<file path="src/rtl/pn_seq.sv">
// -----------------------------------------------------------------------------
// pn_seq -- free-running Fibonacci LFSR pseudo-noise chip generator
//
// Purpose:
//   Produces one PN chip per clock from a WIDTH-bit Fibonacci LFSR. The
//   feedback bit is the XOR of the state bits selected by TAPS. It shifts in
//   at bit 0 while the state moves left. The chip is the state MSB, taken
//   straight from the register, so it is glitch-free.
//
// Parameters:
//   WIDTH : LFSR length in bits (3..32)
//   TAPS  : feedback mask, bit i set => state bit i feeds the XOR
//   SEED  : state loaded while reset is asserted
//
// Ports:
//   clk   : input  1  sole clock, rising edge
//   rst_n : input  1  synchronous active-low reset, loads SEED
//   pn    : output 1  PN chip stream (state MSB)
//
// Build option:
//   PN_SEQ_LOCKUP_GUARD_EN -- when defined, an all-zero state is replaced on
//   the next edge. The replacement is SEED, or 1 in the LSB if SEED is zero.
//   When undefined, an all-zero state persists.
//   This recovers from SEED=0 or an upset.
// -----------------------------------------------------------------------------
module pn_seq #(
  parameter int unsigned      WIDTH = 5,
  parameter logic [WIDTH-1:0] TAPS  = 5'b10100,
  parameter logic [WIDTH-1:0] SEED  = 5'b00001
) (
  input  logic clk,
  input  logic rst_n,
  output logic pn
);

  logic [WIDTH-1:0] s_q;
  logic [WIDTH-1:0] s_d;
  logic             fb;

  // Feedback is taken from the current state only.
  assign fb = ^(s_q & TAPS);

  always_comb begin
    s_d = {s_q[WIDTH-2:0], fb};
`ifdef PN_SEQ_LOCKUP_GUARD_EN
    // The all-zero state is a fixed point of any XOR-feedback LFSR.
    // Leave it by reloading SEED, or a single 1 if SEED itself is zero.
    if (s_q == '0) begin
      if (SEED != '0) s_d = SEED;
      else            s_d = {{(WIDTH-1){1'b0}}, 1'b1};
    end
`endif
  end

  always_ff @(posedge clk) begin
    if (!rst_n) s_q <= SEED;
    else        s_q <= s_d;
  end

  assign pn = s_q[WIDTH-1];

endmodule

</file>
<file path="config.mk">
export PLATFORM = sky130hd
export DESIGN_NAME = pn_seq
export DESIGN_NICKNAME = d
export VERILOG_FILES = /design/src/rtl/pn_seq.sv
export SDC_FILE = /design/constraint.sdc
export NUM_CORES = 1
export LEC_CHECK = 0
export ABC_AREA = 1
export CAP_MARGIN = 20
export CORE_AREA = 2 2 39 41
export DETAILED_ROUTE_END_ITERATION = 6
export DIE_AREA = 0 0 41 43
export PLACE_DENSITY_LB_ADDON = 0.05
export SYNTH_ARGS = -nofsm -noshare
export SYNTH_HDL_FRONTEND = slang
export SYNTH_SLANG_ARGS = --single-unit
</file>
<file path="constraint.sdc">
create_clock -name clk -period 1.4 [get_ports clk]
set_input_delay 0.35 -clock clk [delete_from_list [all_inputs] [get_ports clk]]
set_output_delay 0.35 -clock clk [all_outputs]
set_load 0.03 [all_outputs]
</file>
==> results of run 1 <==
[logic make-up (layout without fill, tap and decap cells)]
group / Yosys count / in the layout
and+or+nand+nor: 7 / 7
buffers and inverters: 6 / 12
DFF: 5 / 5
[metrics by stage]
stage,setup slack (ns),cell area [sq um]
after floorplan,0.560,150
after global placement,0.0619,190
final,0.0705,215
after detailed placement,0.0452,190
after global routing,0.0201,215
after CTS,0.0531,215
[power by group]
group	total, mW	internal, mW	leakage, nW	switching, mW
combinational	0.0127	0.00601	0.0602	0.00669
sequential	0.153	0.150	0.0413	0.00247
clock	0.171	0.108	0.0150	0.0629
[cell usage after synthesis]
master   n
dfxtp_1  5
inv_1    6
nand2_1  6
nand3_1  1
[per-layer routing]
layer / track usage (%) / part of all wire [%]
met1: 3.19 / 47
met2: 4.38 / 42
met3: 3.14 / 8.3
met4: 8.00 / 2.4
met5: 0 / 0
[how the worst min path moves through the flow]
stage	startpoint	to	slack [ns]
finish	s_q[3]	s_q[4]	0.41
global route	s_q[1]	s_q[2]	0.43
CTS	s_q[3]	s_q[4]	0.41
detailed placement	s_q[3]	s_q[4]	0.40
global placement	s_q[3]	s_q[4]	0.41
floorplan	s_q[0]	s_q[1]	0.39
[timing repair]
item,in CTS,in global routing
gates resized for setup,1,0
setup buffers,0,0
setup endpoints to repair,1,0
[final cells by class]
cell class	instances	area, sq um
Clock buffer	4	26.3
Fill cell	161	1170
Inverter	6	22.5
Multi-Input combinational cell	7	27.5
Sequential cell	5	100
Tap cell	16	20.0
Timing Repair Buffer	2	18.8
==> impl_metrics.py, run 1 <==
metrics = {
    "global_routing": {
        "grt-ovfl-total": 0,
        "grt_pass1_vias": 110,
        "track_usage_pct": 4.21,
        "grt_max_degree": 6,
        "antenna_found_initial": 0,
        "grt_pass1_wl_um": 393,
    },
    "worst_setup_path": {
        "critPathBufInv": 1,
        "path_cells": "dlygate4sd2_1",
        "critPathMaxFanout": 3,
        "critPathKind": "reg -> out",
        "end_kind": "output pin",
        "r2r-end": "s_q[0]",
        "cp.required_ns": 1.05,
        "cp_slowest_cell": "dlygate4sd2_1",
        "worstReg2RegStart": "s_q[4]",
        "setup.worst_path.start": "s_q[4]",
        "arrival_ns": 0.98,
        "max_stage_delay_ns": 0.40,
        "crit_path_end": "pn",
        "path_depth": 1,
        "start_kind": "register",
        "r2r_cells": 3,
        "crit_family": "buffers and inverters",
        "reg2reg_setup_slack_ns": 0.79,
    },
    "sta": {
        "drv_slew": 0,
        "setup-violations-final": 0,
        "max_freq_mhz": 752,
        "hold_viol_final": 0,
        "skew_ns": 0.00297,
        "hold_ws_ns": 0.410,
        "worst_pin_slew_ns": 0.298,
        "min_period_over_period_pct": 95.0,
        "setup_tns_ns": 0,
        "max_slew_margin_pct": 80.2,
        "rsz0062_at_grt": "no",
        "post-route-min-period_ns": 1.33,
    },
    "synthesis": {
        "synthMuxAreaShare_pct": 0,
        "synth_compound_area_share_pct": 0,
        "synth_area_leaders": "dfxtp_1 (67%), inv_1 (15%), nand2_1 (15%)",
        "synth-seq-cells": 5,
        "seq_area_frac_synth_pct": 66.7,
        "syn_area_per_cell_sq_um": 8.34,
        "synth_fp_nets": 20,
        "synth.largest_area_cell": "dfxtp_1",
        "synth-xor-area-share_pct": 0,
        "synth-simple-area-share_pct": 18.3,
        "syn_area_sq_um": 150,
        "netlist_instances": 18,
        "ys_warn_count": 0,
        "synth_cell_types": 4,
        "synth_top_family_by_area": "simple AND/OR/NAND/NOR gates",
        "synth_top_area_share_pct": 66.7,
        "synth_fa_ha_area_share_pct": 0,
    },
    "detailed_routing": {
        "routed-via-count": 105,
        "ant_nets": 0,
        "vias_per_cell": 2.63,
        "drc": 0,
        "drt-initial-drc-count": 0,
        "firstDrtPassIters": 1,
        "wl_per_cell_um": 6.35,
        "routed_wl_um": 254,
    },
    "floorplanning": {
        "die_x_um": 41,
        "row_count": 14,
        "dieArea_sq_mm": 0.00176,
        "coreArea_sq_mm": 0.00138,
        "start_util_pct": 10.8,
        "boundaryPins": 3,
        "die_h_um": 43,
    },
    "clocking": {
        "cts_buffers": 3,
        "clk_latency_ns": 0.24,
        "max-clock-path-buffers": 2,
        "cts_root_buf": "clkbuf_4",
        "cts_tree": "built",
        "clock_sinks": 5,
        "hold_buffers": 0,
        "htreeDepth": 1,
        "path_clk_slew_ns": 0.05,
    },
    "place": {
        "routabilityCongestion": 0.579,
        "io_buffer_count": 2,
        "hpwl_um": 168,
        "placed_cells_incl_taps": 36,
    },
    "cells_and_area": {
        "mostFrequentLayoutCells": "nand2_1 (6), inv_1 (6), dfxtp_1 (5), clkbuf_4 (3)",
        "diodes": 0,
        "final_nets": 27,
        "drive_above_1_share_pct": 12.5,
        "final_util_pct": 15.6,
        "top_register": "s_q",
        "area_growth_pct": 43.3,
        "largest_register_ffs": 5,
        "reg.largest.list": "s_q (5)",
        "final_cells": 40,
    },
    "pwr": {
        "leakage_nw": 0.116,
        "vdd_drop_max_v": 0.000215,
        "p_total_mw": 0.336,
        "power_density_mw_per_mm2": 1560,
    },
    "hold_path": {
        "hold_path.class": "reg -> reg",
        "hold_depth": 2,
    },
    "outcome": {
        "status": "finished, final reports clean",
    },
    "job": {
        "cap_violations": 0,
    },
}
No activity file was read; power rests on OpenSTA's default activity.
==> inputs of run 2 (changes only) <==
--- a/config.mk
+++ b/config.mk
@@ -10,6 +10,7 @@
 export CORE_AREA = 2 2 39 41
 export DETAILED_ROUTE_END_ITERATION = 6
 export DIE_AREA = 0 0 41 43
+export HOLD_SLACK_MARGIN = 0.06
 export PLACE_DENSITY_LB_ADDON = 0.05
 export SYNTH_ARGS = -nofsm -noshare
 export SYNTH_HDL_FRONTEND = slang
==> results of run 2 <==
No change in the layout: final DEF, timing and power equal those of run 1.
